--- src/rtl/ysyx_22041207_sext.sv ---
// rtl/ysyx_22041207_sext.sv - RV64 format classifier and immediate generator.
// Optional macro SEXT_SHAMT_ZEXT_EN: shift-immediates yield a zero-extended shamt.
module ysyx_22041207_sext #(
    parameter int XLEN = 64
) (
    input  logic            clk,
    input  logic            rst,
    input  logic [31:0]     inst,
    input  logic            inst_valid,
    output logic [2:0]      inst_type,
    output logic [XLEN-1:0] imm,
    output logic [2:0]      type_q,
    output logic [XLEN-1:0] imm_q,
    output logic            valid_q
);

    typedef enum logic [2:0] {
        FMT_R    = 3'd0,
        FMT_I    = 3'd1,
        FMT_S    = 3'd2,
        FMT_B    = 3'd3,
        FMT_U    = 3'd4,
        FMT_J    = 3'd5,
        FMT_NONE = 3'd7
    } fmt_e;

    logic [6:0]  w_opcode;
    logic [2:0]  w_funct3;
    logic        w_sign;
    fmt_e        w_fmt;
    logic [63:0] w_imm;

    assign w_opcode = inst[6:0];
    assign w_funct3 = inst[14:12];
    assign w_sign   = inst[31];

    always_comb begin
        w_fmt = FMT_NONE;
        unique case (w_opcode)
            7'b0110011, 7'b0111011:                       w_fmt = FMT_R;
            7'b0010011, 7'b0011011, 7'b0000011,
            7'b1100111, 7'b1110011:                       w_fmt = FMT_I;
            7'b0100011:                                   w_fmt = FMT_S;
            7'b1100011:                                   w_fmt = FMT_B;
            7'b0110111, 7'b0010111:                       w_fmt = FMT_U;
            7'b1101111:                                   w_fmt = FMT_J;
            default:                                      w_fmt = FMT_NONE;
        endcase
    end

    always_comb begin
        w_imm = 64'd0;
        case (w_fmt)
            FMT_I: w_imm = {{52{w_sign}}, inst[31:20]};
            FMT_S: w_imm = {{52{w_sign}}, inst[31:25], inst[11:7]};
            FMT_B: w_imm = {{52{w_sign}}, inst[7], inst[30:25], inst[11:8], 1'b0};
            FMT_U: w_imm = {{32{w_sign}}, inst[31:12], 12'b0};
            FMT_J: w_imm = {{44{w_sign}}, inst[19:12], inst[20], inst[30:21], 1'b0};
            default: w_imm = 64'd0;
        endcase
`ifdef SEXT_SHAMT_ZEXT_EN
        // Shift-immediates: drop funct7/funct6 so decode sees the bare shamt.
        if (w_funct3 == 3'b001 || w_funct3 == 3'b101) begin
            if (w_opcode == 7'b0010011)
                w_imm = {58'd0, inst[25:20]};
            else if (w_opcode == 7'b0011011)
                w_imm = {59'd0, inst[24:20]};
        end
`endif
    end

    assign inst_type = w_fmt;
    assign imm       = w_imm[XLEN-1:0];

    logic [2:0]      r_type;
    logic [XLEN-1:0] r_imm;
    logic            r_valid;

    always_ff @(posedge clk) begin
        if (rst) begin
            r_type  <= FMT_NONE;
            r_imm   <= '0;
            r_valid <= 1'b0;
        end else begin
            r_valid <= inst_valid;
            if (inst_valid) begin
                r_type <= inst_type;
                r_imm  <= imm;
            end
        end
    end

    assign type_q  = r_type;
    assign imm_q   = r_imm;
    assign valid_q = r_valid;

`ifndef SEXT_SHAMT_ZEXT_EN
    logic w_unused;
    assign w_unused = ^w_funct3;
`endif

endmodule

--- config.mk ---
export PLATFORM = sky130hd
export DESIGN_NAME = ysyx_22041207_sext
export DESIGN_NICKNAME = d
export VERILOG_FILES = /design/src/rtl/ysyx_22041207_sext.sv
export SDC_FILE = /design/constraint.sdc
export NUM_CORES = 1
export LEC_CHECK = 0
export BUFFER_PORTS_ARGS = -buffer_cell sky130_fd_sc_hd__buf_2
export CORE_UTILIZATION = 42
export CTS_BUF_LIST = sky130_fd_sc_hd__clkbuf_4 sky130_fd_sc_hd__clkbuf_8 sky130_fd_sc_hd__clkbuf_16
export DETAILED_ROUTE_END_ITERATION = 8
export PLACE_DENSITY = 0.82
export SYNTH_ARGS = -nofsm -noshare
export SYNTH_HDL_FRONTEND = slang
export SYNTH_SLANG_ARGS = --single-unit
--- constraint.sdc ---
create_clock -name clk -period 2.5 [get_ports clk]
set_input_delay 0.125 -clock clk [delete_from_list [all_inputs] [get_ports clk]]
set_output_delay 0.125 -clock clk [all_outputs]
set_load 0.01 [all_outputs]
======== Word level (Yosys, flattened, before mapping) ========
Cells that the tools add are included.
word-level totals
  flip-flop bits (word level) ............. 68
  bits in latches ......................... 0
  RAM bits ................................ 0
  ROM bits ................................ 0
  bits of input ports ..................... 35
  output and inout port bits .............. 135
  logic and storage cells ................. 25
  memories ................................ 0
operators by class
  $add $sub $neg .......................... 0
  multipliers ............................. 0
  div/mod/pow operators ................... 0
  $lt $le $gt $ge ......................... 0
  equality and inequality tests ........... 17
  shift-type cells ........................ 0
  muxes and demuxes ....................... 2
  bitwise gates (word level) .............. 0
  reduce and logical (&&, ||, !) cells .... 3
operators by type and width
  cell                                           number
  one-hot mux 64 bit (5 select lines)            1
  == test 7 x 6 -> 1 bit, second input constant  4
  == test 7 bit, second input constant           4
  == test 7 x 5 -> 1 bit, second input constant  3
  one-hot mux 3 bit (6 select lines)             1
  == test 7 x 2 -> 1 bit, second input constant  1
  == test 3 x 2 -> 1 bit, second input constant  2
  == test 3 bit, second input constant           2
  OR reduction 5 bit                             1
  OR reduction 2 bit                             2
  == test 3 x 1 -> 1 bit, second input constant  1

======== Longest topological paths before layout ========
Gate-level depths: netlist of the first run.
  depth in word-level cells ............... 5
  mapped depth ............................ 7
  depth with buffers taken out ............ 5

======== Worst setup path after synthesis of the first run ========
Ideal clock, no wire load.
  path type ............................... input-to-output
  start ................................... input port inst[3]
  end ..................................... output port imm[32]
  arrival time ............................ 2.230 ns
  required time ........................... 2.375 ns
  setup slack ............................. 0.145 ns
  stages .................................. 5
  path buffers ............................ 2
  path through ............................ clkbuf_8 -> o21bai_1 -> o311ai_0 -> a21oi_1 -> buf_4
on the way
  longest elaborated chain between the ends .. 5
  elaborated cells between the ends (all ways) .. 22
  classes of those cells .................. 17 x eq/ne; 2 x mux; 3 x reduce/logical
RTL lines
  item                                                             RTL line  source
  start, declared                                                  8         input logic [31:0] inst,
  == test 7 x 5 -> 1 bit, or another cell as far along             39        unique case (w_opcode)
  OR reduction 5 bit / OR reduction 2 bit (equally long branches)  39
  one-hot mux 3 bit (6 select lines) *                             39
  == test 3 bit, or another cell as far along                      53        case (w_fmt)
  one-hot mux 64 bit (5 select lines) *                            53
  end, declared                                                    11        output logic [XLEN-1:0] imm,
Mark *: on every way between the ends. The rest lies on a longest branch, timed or not.

======== Worst setup path after layout of the first run ========
  start ................................... input port inst[2]
  end ..................................... output port imm[37]
The elaborated chain is that of the path after synthesis.

==> run metrics, run 1 <==
Avg Vias per Cell 4.91; fraction of registers with async set/reset 0%; first-pass GRT wire length about 10 mm; final hold viol count 0; Placed Instances 466; Min Clock Period, post-route ~1900 ps; initial antenna violation count 0; Slew HR ~36%; num rows 27; Core Util, Final a little over half; drt pass-1 iters 5; fin crit share about 77%; Static Leak between 1.5 and 2 nW; # IOs 170; Mapped Area 0.00240 sq mm; RSZ-0062 raised after global routing false; Power Density ~480 mW/mm^2; data required time of the critical path 2380 ps; routed vias 2327; Pins Over Slew Limit 0; CP Max Fanout 34; clk slew on worst S/H paths ~70 ps; diodes inserted 0; synth cell count leaders 69 x buf_4, 36 x dfxtp_1, 35 x nor2_1, 33 x nand2_1, 21 x a21oi_1; setup TNS 0 ps; Synth Area in Compound Gates a little over a fifth; worst skew pair latency around 290 ps; area delta synth->final 19.3%; Synth cell types 46; Synth Flop Type dfxtp_1; Post-synth EDFFs 0; Syn Area/Cell slightly below 8 sq um; area of the multi-input gates between 0.001 and 0.0015 sq mm; Max Clock Skew 0 ps; Synth Instances 308; Hold Worst Slack 125 ps; fillers 554; crit path kind in -> out; starting density of the core roughly 44%; CTS H-tree lvls 2; DIE WIDTH roughly 78 um; vias in the first global route ~2000; maxcap violations 0; most area-hungry cell type in the Yosys netlist dfxtp_1; DR WL/cell between 10 and 15 um; final cell count without fillers 474; Post-CTS Setup Inserts 0; Root Driver clkbuf_8; PortBufs between 150 and 200; #FFs+latches synth 36; Max IR drop VDD around 0.26 mV; layout cells sized above 1 48.8%; DRC 0; main combinational cell family by area after synthesis buffers and inverters; Clock Sink Count 36; Worst-Margin Slew 965 ps; core area 0.00551 sq mm; final wirelength 6.14 mm; CP arrival 1810 ps; Synth top area share roughly 30%; Resize count post-CTS 0; Die Height 77.7 um; Total GRT Usage between 20% and 30%; M2 GR Usage between 30 and 40%; CP startpoint kind input pin; largest net degree at the start of global routing 37; TritonCTS clock tree built; CTS Buffer Depth 2; Simple-Gate Fraction of Synth Area a little under a fifth; Hold-fix buffers, CTS 0; 1st-iter DRT viols around 110; Max Fclk roughly 520 MHz; Tot Pwr 0.00139 W; endpoints failing setup 0; HP Class in -> reg; top-count cell post-synth buf_4; sequential share of the synthesized area 30.0%; Final #Nets 436; syn nets 343; Synth Area in XOR/XNOR less than 1%; status completed; GRT overflow 0; Syn. warnings 0; crit end category primary output; RD Place Congestion around 0.84; GRT busiest layer met2; mux cell area share after synthesis 1.46%; final antenna-violating net count 0; adder-cell share of the synthesized area 0%; FF/Latch Area between 700 and 800 sq um; met3 GRT Util under 10%; top cells by area, synth dfxtp_1 30%, buf_4 22%, nor2_1 5.5%; CTS Buf Count 5; met1 Use GR 26.3%; Die ar. between 0.006 and 0.007 sq mm; detailed placer's ending HPWL approximately 4.6 mm
flip-flops by register name, summed over array words and instances (netlist names):
register / count
imm_q: 32
type_q: 3
valid_q: 1
routing by layer:
metal / up-vias / wire length [um]
met3: 6 / 431
met4: 0 / 57
li1: 1161 / -
met1: 1041 / 2730
met5: - / 0
met2: 119 / 2920
path summary, 6_finish.rpt:
kind / from / end / slack [ps] / depth (start not counted)
max reg2reg: imm_q[62]$_SDFFE_PP0P_ / imm_q[62]$_SDFFE_PP0P_ / 1400 / 2
min reg2reg: imm_q[8]$_SDFFE_PP0P_ / imm_q[8]$_SDFFE_PP0P_ / 460 / 2
min: inst[25] / imm_q[5]$_SDFFE_PP0P_ / 120 / 3
max: inst[2] / imm[37] / 570 / 5
critical path, cell delays in order:
cell	delay, ps
buf_2	230
mux2i_1	290
nand2_1	110
a21oi_2	770
buf_2	280
final cells by class:
type	count	share of cell area, %
repair buffers	170	29.8
flip-flops and latches	36	25.1
multi-input cells	171	35.9
clock buffers	6	2.66
well taps	72	3.14
clock inverters	2	1.22
inverters	17	2.23
layout by cell type (no fill, tap or decap), types with 2 or more instances in the layout:
master	instances
o21a_1	4
a21oi_1	20
and3_1	2
dfxtp_1	36
a32oi_1	3
nor2_1	35
a211oi_1	11
a311oi_2	2
a311oi_1	7
nor3_1	3
a211o_1	2
nand3_1	7
nand2_1	33
nor2b_1	4
and2_1	9
o22ai_1	2
inv_2	2
inv_1	14
mux2i_1	2
a22o_2	4
clkbuf_8	5
buf_2	169
nor3b_1	2
stage by stage:
stage | instance area, sq um | worst slack [ps]
CTS | 2870 | 554
detailed placement | 2760 | 556
global placement | 2760 | 664
finish | 2870 | 568
floorplan | 2400 | 145
global route | 2870 | 383
logic make-up after synthesis:
group,after synthesis
and+or+nand+nor,101
buffers and inverters,101
AOI/OAI and AO/OA,66
DFF,36
muxes,3
xor gates and xnor gates,1
power breakdown:
part / switching, W / leakage (nW) / internal [W]
logic: 0.000154 / 1.35 / 0.000101
clock network: 0.000213 / 0.0586 / 0.000307
registers: 0.0000124 / 0.295 / 0.000598
total: 0.000379 / 1.71 / 0.00101
Note: power is estimated with default switching activity, not from simulation.
==> run 2, diff against run 1 <==
==> constraint.sdc (replaced) <==
create_clock -name clk -period 2 [get_ports clk]
set_input_delay 0.1 -clock clk [delete_from_list [all_inputs] [get_ports clk]]
set_output_delay 0.1 -clock clk [all_outputs]
set_load 0.01 [all_outputs]
==> run 2 against run 1 <==
  * Die area unchanged
  * First-iteration DRC count down 18%
  * Highest routed layer unchanged
  * Total power is 24% higher
  * Wire length increased by 0.24%
  * Largest power group unchanged
==> run metrics, run 2 (same netlist as run 1, synthesis figures left out) <==
DRC 0 (unchanged); clk slew on worst S/H paths 80 ps (was 70 ps); 1st-iter DRT viols 88 (was 107); setup TNS 0 ps (unchanged); crit end category primary output (unchanged); status completed (unchanged); diodes inserted 0 (unchanged); r2r startpoint imm_q[62]$_SDFFE_PP0P_ (unchanged); Max IR drop VDD 0.347 mV (was 0.257 mV); Die Height 77.7 um (unchanged); area of the multi-input gates 0.00104 sq mm (was 0.00103 sq mm); GRT overflow 0 (unchanged); FF/Latch Area 721 sq um (unchanged); crit path kind in -> out (unchanged); HP Start inst[26] (was inst[25]); commonest non-fill, non-tap cell in the layout buf_2 (unchanged); starting density of the core 43.7% (unchanged); Avg Vias per Cell 4.98 (was 4.91); Final #Nets 436 (unchanged); Placed Instances 466 (unchanged); final antenna-violating net count 0 (unchanged); fin crit share 90.8%; first-pass GRT wire length 9.58 mm (was 9.73 mm); final hold viol count 0 (unchanged); routed vias 2360 (was 2327); HP Class in -> reg (unchanged); drt pass-1 iters 4 (was 5); final wirelength 6.15 mm (was 6.14 mm); worst skew pair latency 280 ps (was 290 ps); Max Clock Skew 0 ps (unchanged); Core Util, Final 52.4% (was 52.1%); CP Max Fanout 11 (was 34); Post-CTS Setup Inserts 0 (unchanged); initial antenna violation count 0 (unchanged); max FFs per register 32 (unchanged); Crit Reg-Reg Endpoint imm_q[62]$_SDFFE_PP0P_ (unchanged); R2R Setup Slk 900 ps (was 1400 ps); endpoints failing setup 0 (unchanged); Clock Sink Count 36 (unchanged); RSZ-0062 raised after global routing false (unchanged); area delta synth->final 20.1% (was 19.3%); PortBufs 169 (unchanged); detailed placer's ending HPWL 4.63 mm (was 4.58 mm); Root Driver clkbuf_8 (unchanged); met3 GRT Util 4.59% (was 4.00%); num rows 27 (unchanged); GRT busiest layer met2 (unchanged); Power Density 596 mW/mm^2 (was 483 mW/mm^2); CTS Buf Count 5 (unchanged); Reg2Reg Depth 2 (unchanged); Max Fclk 551 MHz; Worst Setup SP inst[1] (was inst[2]); data required time of the critical path 1900 ps (was 2380 ps); Min Clock Period, post-route approximately 1800 ps; fillers 530 (was 554); CP arrival 1720 ps (was 1810 ps); CTS H-tree lvls 2 (unchanged); DR WL/cell 13.0 um (was 12.9 um); Static Leak 1.71 nW (about the same); Pins Over Slew Limit 0 (unchanged); met1 Use GR 23.9% (was 26.3%); layout cells sized above 1 48.8% (unchanged); maxcap violations 0 (unchanged); largest net degree at the start of global routing 37 (unchanged); Worst-Margin Slew 772 ps (was 965 ps); final cell count without fillers 474 (unchanged); TritonCTS clock tree built (unchanged); M2 GR Usage 34.2% (was 33.3%); core area 0.00551 sq mm (unchanged); CTS Buffer Depth 2 (unchanged); RD Place Congestion 0.905 (was 0.837); Slew HR 48.3% (was 35.7%); Die ar. 0.00603 sq mm (unchanged); Total GRT Usage 19.7% (was 20.1%); vias in the first global route 2081 (was 2007); most frequent cells in the layout 169 x buf_2, 36 x dfxtp_1, 35 x nor2_1 (unchanged); crit path to imm[20] (was imm[37]); # IOs 170 (unchanged); CP startpoint kind input pin (unchanged); DIE WIDTH 77.7 um (unchanged)
-- run 2: changes by cell type in the layout (fill, tap and decap cells not counted) --
cell	change
a21oi_2	-1
a21oi_4	+1
buf_12	+1
buf_4	-1
clkbuf_4	-1
clkinvlp_4	+1
-- run 2: power by group --
| group | leakage (nW) | switching [W] | internal, W |
|---|---|---|---|
| clock | 0.0541 | 0.000265 | 0.000369 |
| combinational | 1.36 | 0.000194 | 0.000130 |
| sequential | 0.295 | 0.0000163 | 0.000747 |
-- run 2: cell type report --
cell class,instances,area share (%)
clock buffers,5,2.38
flip-flops and latches,36,25.0
multi-input cells,171,35.9
repair buffers,170,30.0
inverters,17,2.21
well taps,72,3.12
clock inverters,3,1.47
-- run 2: worst min path at each step --
stage,endpoint,slack (ps),depth (start not counted)
3_5_place_dp,imm_q[9]$_SDFFE_PP0P_,400,3
3_3_place_gp,imm_q[5]$_SDFFE_PP0P_,390,3
6_report,imm_q[6]$_SDFFE_PP0P_,100,3
5_1_grt,imm_q[6]$_SDFFE_PP0P_,100,3
4_1_cts,imm_q[6]$_SDFFE_PP0P_,100,3
2_1_floorplan,imm_q[10]$_SDFFE_PP0P_,260,2
-- run 2: critical path, stage by stage --
cell	delay (ps)
buf_2	90
and2_1	340
nand2_1	180
nor2_1	630
a21oi_1	150
inv_1	90
buf_2	120
-- run 2: routing by layer --
metal | part of all wire [%] | vias up
li1 | - | 1160
met1 | 42 | 1070
met2 | 50 | 126
met3 | 7.5 | 4
met4 | 0.60 | 0
met5 | 0 | -
-- run 2: repair_timing --
action                                  CTS  global route
resized for setup                         0             1
hold buffers                              0             0
endpoints found under the setup margin    0            33
endpoints found under the hold margin     0             0
-- run 2: through the flow --
stage	setup slack (ps)	total power (W)	instance area [sq um]	hold WS [ps]
after global placement	202	0.00109	2770	392
final	184	0.00172	2890	100
after CTS	144	0.00173	2880	97.2
after global routing	48.5	0.00181	2890	97.6
after floorplan	263	0.00100	2410	263
after detailed placement	143	0.00110	2770	404
==> run 3, diff against run 2 <==
--- a/config.mk
+++ b/config.mk
@@ -9,7 +9,7 @@
 export CORE_UTILIZATION = 42
 export CTS_BUF_LIST = sky130_fd_sc_hd__clkbuf_4 sky130_fd_sc_hd__clkbuf_8 sky130_fd_sc_hd__clkbuf_16
 export DETAILED_ROUTE_END_ITERATION = 8
-export PLACE_DENSITY = 0.82
+export PLACE_DENSITY = 0.87
 export SYNTH_ARGS = -nofsm -noshare
 export SYNTH_HDL_FRONTEND = slang
 export SYNTH_SLANG_ARGS = --single-unit
==> run 3 against run 2 <==
  * Total power fell by 6.0%
  * First-iteration DRC count fell by 20%
  * Largest cell class unchanged
  * Clock power fell by 16%
  * Cell count did not move
  * Sequential share of layout area rose by 0.16 points
  * Critical path depth fell by 2
  * Die area did not move
  * Final area fell by 0.65%
  * Highest routed layer unchanged
  * Via count fell by 1.4%
  * Utilization fell by 0.34 points
  * Combinational power barely moved
==> run metrics, run 3 (same netlist as run 1, synthesis figures left out) <==
status completed (unchanged); final hold viol count 0 (unchanged); CP arrival 1800 ps (was 1720 ps); Placed Instances 466 (unchanged); core area 0.00551 sq mm (unchanged); largest net degree at the start of global routing 37 (unchanged); R2R Setup Slk 900 ps (about the same); sequential power share 47.2% (was 44.4%); CTS H-tree lvls 2 (unchanged); CP Max Fanout 34 (was 11); maxcap violations 0 (unchanged); # IOs 170 (unchanged); Die Height 77.7 um (unchanged); crit end category primary output (unchanged); RSZ-0062 raised after global routing false (unchanged); layout cells sized above 1 48.8% (unchanged); 1st-iter DRT viols 70 (was 88); combinational group share of total power 19.9% (was 18.8%); final antenna-violating net count 0 (unchanged); worst skew pair latency 280 ps (about the same); setup slack after layout 103 ps (was 184 ps); diodes inserted 0 (unchanged); starting density of the core 43.7% (unchanged); TritonCTS clock tree built (unchanged); RD Place Congestion 0.830 (was 0.905); final wirelength 5.96 mm (was 6.15 mm); Worst-Margin Slew 790 ps (was 772 ps); Avg Vias per Cell 4.91 (was 4.98); Static Leak 1.70 nW (was 1.71 nW); first-pass GRT wire length 9.40 mm (was 9.58 mm); fin crit share 94.9% (was 90.8%); DIE WIDTH 77.7 um (unchanged); DRC 0 (unchanged); initial antenna violation count 0 (unchanged); GRT overflow 0 (unchanged); DR WL/cell 12.6 um (was 13.0 um); Max Clock Skew 0 ps (unchanged); Total GRT Usage 19.3% (was 19.7%); HP Class in -> reg (unchanged); clk slew on worst S/H paths 70 ps (was 80 ps); Clock Sink Count 36 (unchanged); drt pass-1 iters 4 (unchanged); setup TNS 0 ps (unchanged); routed vias 2328 (was 2360); Post-CTS Setup Inserts 0 (unchanged); PortBufs 169 (unchanged); final cell count without fillers 474 (unchanged); Clock power frac 32.9% (was 36.8%); area delta synth->final 19.3% (was 20.1%); Pins Over Slew Limit 0 (unchanged); endpoints failing setup 0 (unchanged); Max IR drop VDD 0.391 mV (was 0.347 mV); crit path kind in -> out (unchanged); Power Density 564 mW/mm^2 (was 596 mW/mm^2); CP startpoint kind input pin (unchanged); Final #Nets 436 (unchanged); commonest non-fill, non-tap cell in the layout buf_2 (unchanged); num rows 27 (unchanged); Slew HR 46.7% (was 48.3%); Switching Fraction 28.8% (was 27.6%); vias in the first global route 1976 (was 2081); CTS Buffer Depth 2 (unchanged); pre-CTS setup slack 55.2 ps (was 143 ps); CTS Buf Count 5 (unchanged); data required time of the critical path 1900 ps (about the same); max FFs per register 32 (unchanged); switching pwr 0.000466 W (was 0.000475 W); Min Clock Period, post-route 1900 ps (was 1820 ps); most frequent cells in the layout 169 x buf_2, 36 x dfxtp_1, 35 x nor2_1 (unchanged); Die ar. 0.00603 sq mm (unchanged); Max Fclk 527 MHz (was 551 MHz); Int Pwr 0.00115 W (was 0.00125 W); Root Driver clkbuf_8 (unchanged); detailed placer's ending HPWL 4.51 mm (was 4.63 mm)
-- run 3: cell types whose count changed in the layout (fill, tap and decap cells not counted) --
cell        previous run  this run
bufinv_16              1         0
clkbuf_8               5         6
clkinv_2               1         2
clkinvlp_4             1         0
-- run 3: worst paths after layout --
check	from	endpoint	cells past startpoint
setup / recovery	inst[3]	imm[54]	5
hold / removal	inst[25]	imm_q[5]$_SDFFE_PP0P_	3
setup reg to reg	imm_q[62]$_SDFFE_PP0P_	imm_q[62]$_SDFFE_PP0P_	2
hold reg to reg	imm_q[5]$_SDFFE_PP0P_	imm_q[5]$_SDFFE_PP0P_	2
-- run 3: metal layers --
layer / wire length [um] / share of wire [%] / track usage, %
met1: 2570 / 43 / 23.3
met2: 2940 / 49 / 34.0
met3: 417 / 7.0 / 4.00
met4: 29 / 0.49 / 5.85
met5: 0 / 0 / 0
-- run 3: layout make-up --
| class | count | area [sq um] |
|---|---|---|
| Fill cell | 512 | 2640 |
| Tap cell | 72 | 90.1 |
| Multi-Input combinational cell | 171 | 1040 |
| Inverter | 17 | 63.8 |
| Clock buffer | 6 | 82.6 |
| Timing Repair Buffer | 170 | 866 |
| Sequential cell | 36 | 721 |
| Clock inverter | 2 | 10.0 |
-- run 3: critical path, stage by stage --
cell and delay, ps:
buf_2 220, and2b_2 260, o311ai_0 660, a21oi_4 310
buf_2 230
-- run 3: what timing repair did --
action / in CTS / in global routing
setup endpoints to repair: 0 / 33
resized for setup: 0 / 1
hold buffers: 0 / 0
-- run 3: power by group through the flow --
stage               Sequential [W]  Clock [W]  Combinational, W
floorplan                 0.000794          0          0.000206
global placement          0.000779          0          0.000314
detailed placement        0.000780          0          0.000321
CTS                       0.000763   0.000554          0.000321
global route              0.000767   0.000590          0.000352
finish                    0.000763   0.000532          0.000322
-- run 3: through the flow --
| step | power, W | hold slack, ps | util (%) | instance area [sq um] |
|---|---|---|---|---|
| after floorplan | 0.00100 | 263 | - | 2410 |
| after detailed placement | 0.00110 | 399 | 50.3 | 2770 |
| after global placement | 0.00109 | 393 | 50.3 | 2770 |
| after CTS | 0.00164 | 96.1 | 52.0 | 2860 |
| after global routing | 0.00171 | 94.6 | 52.1 | 2870 |
| final | 0.00162 | 106 | 52.1 | 2870 |
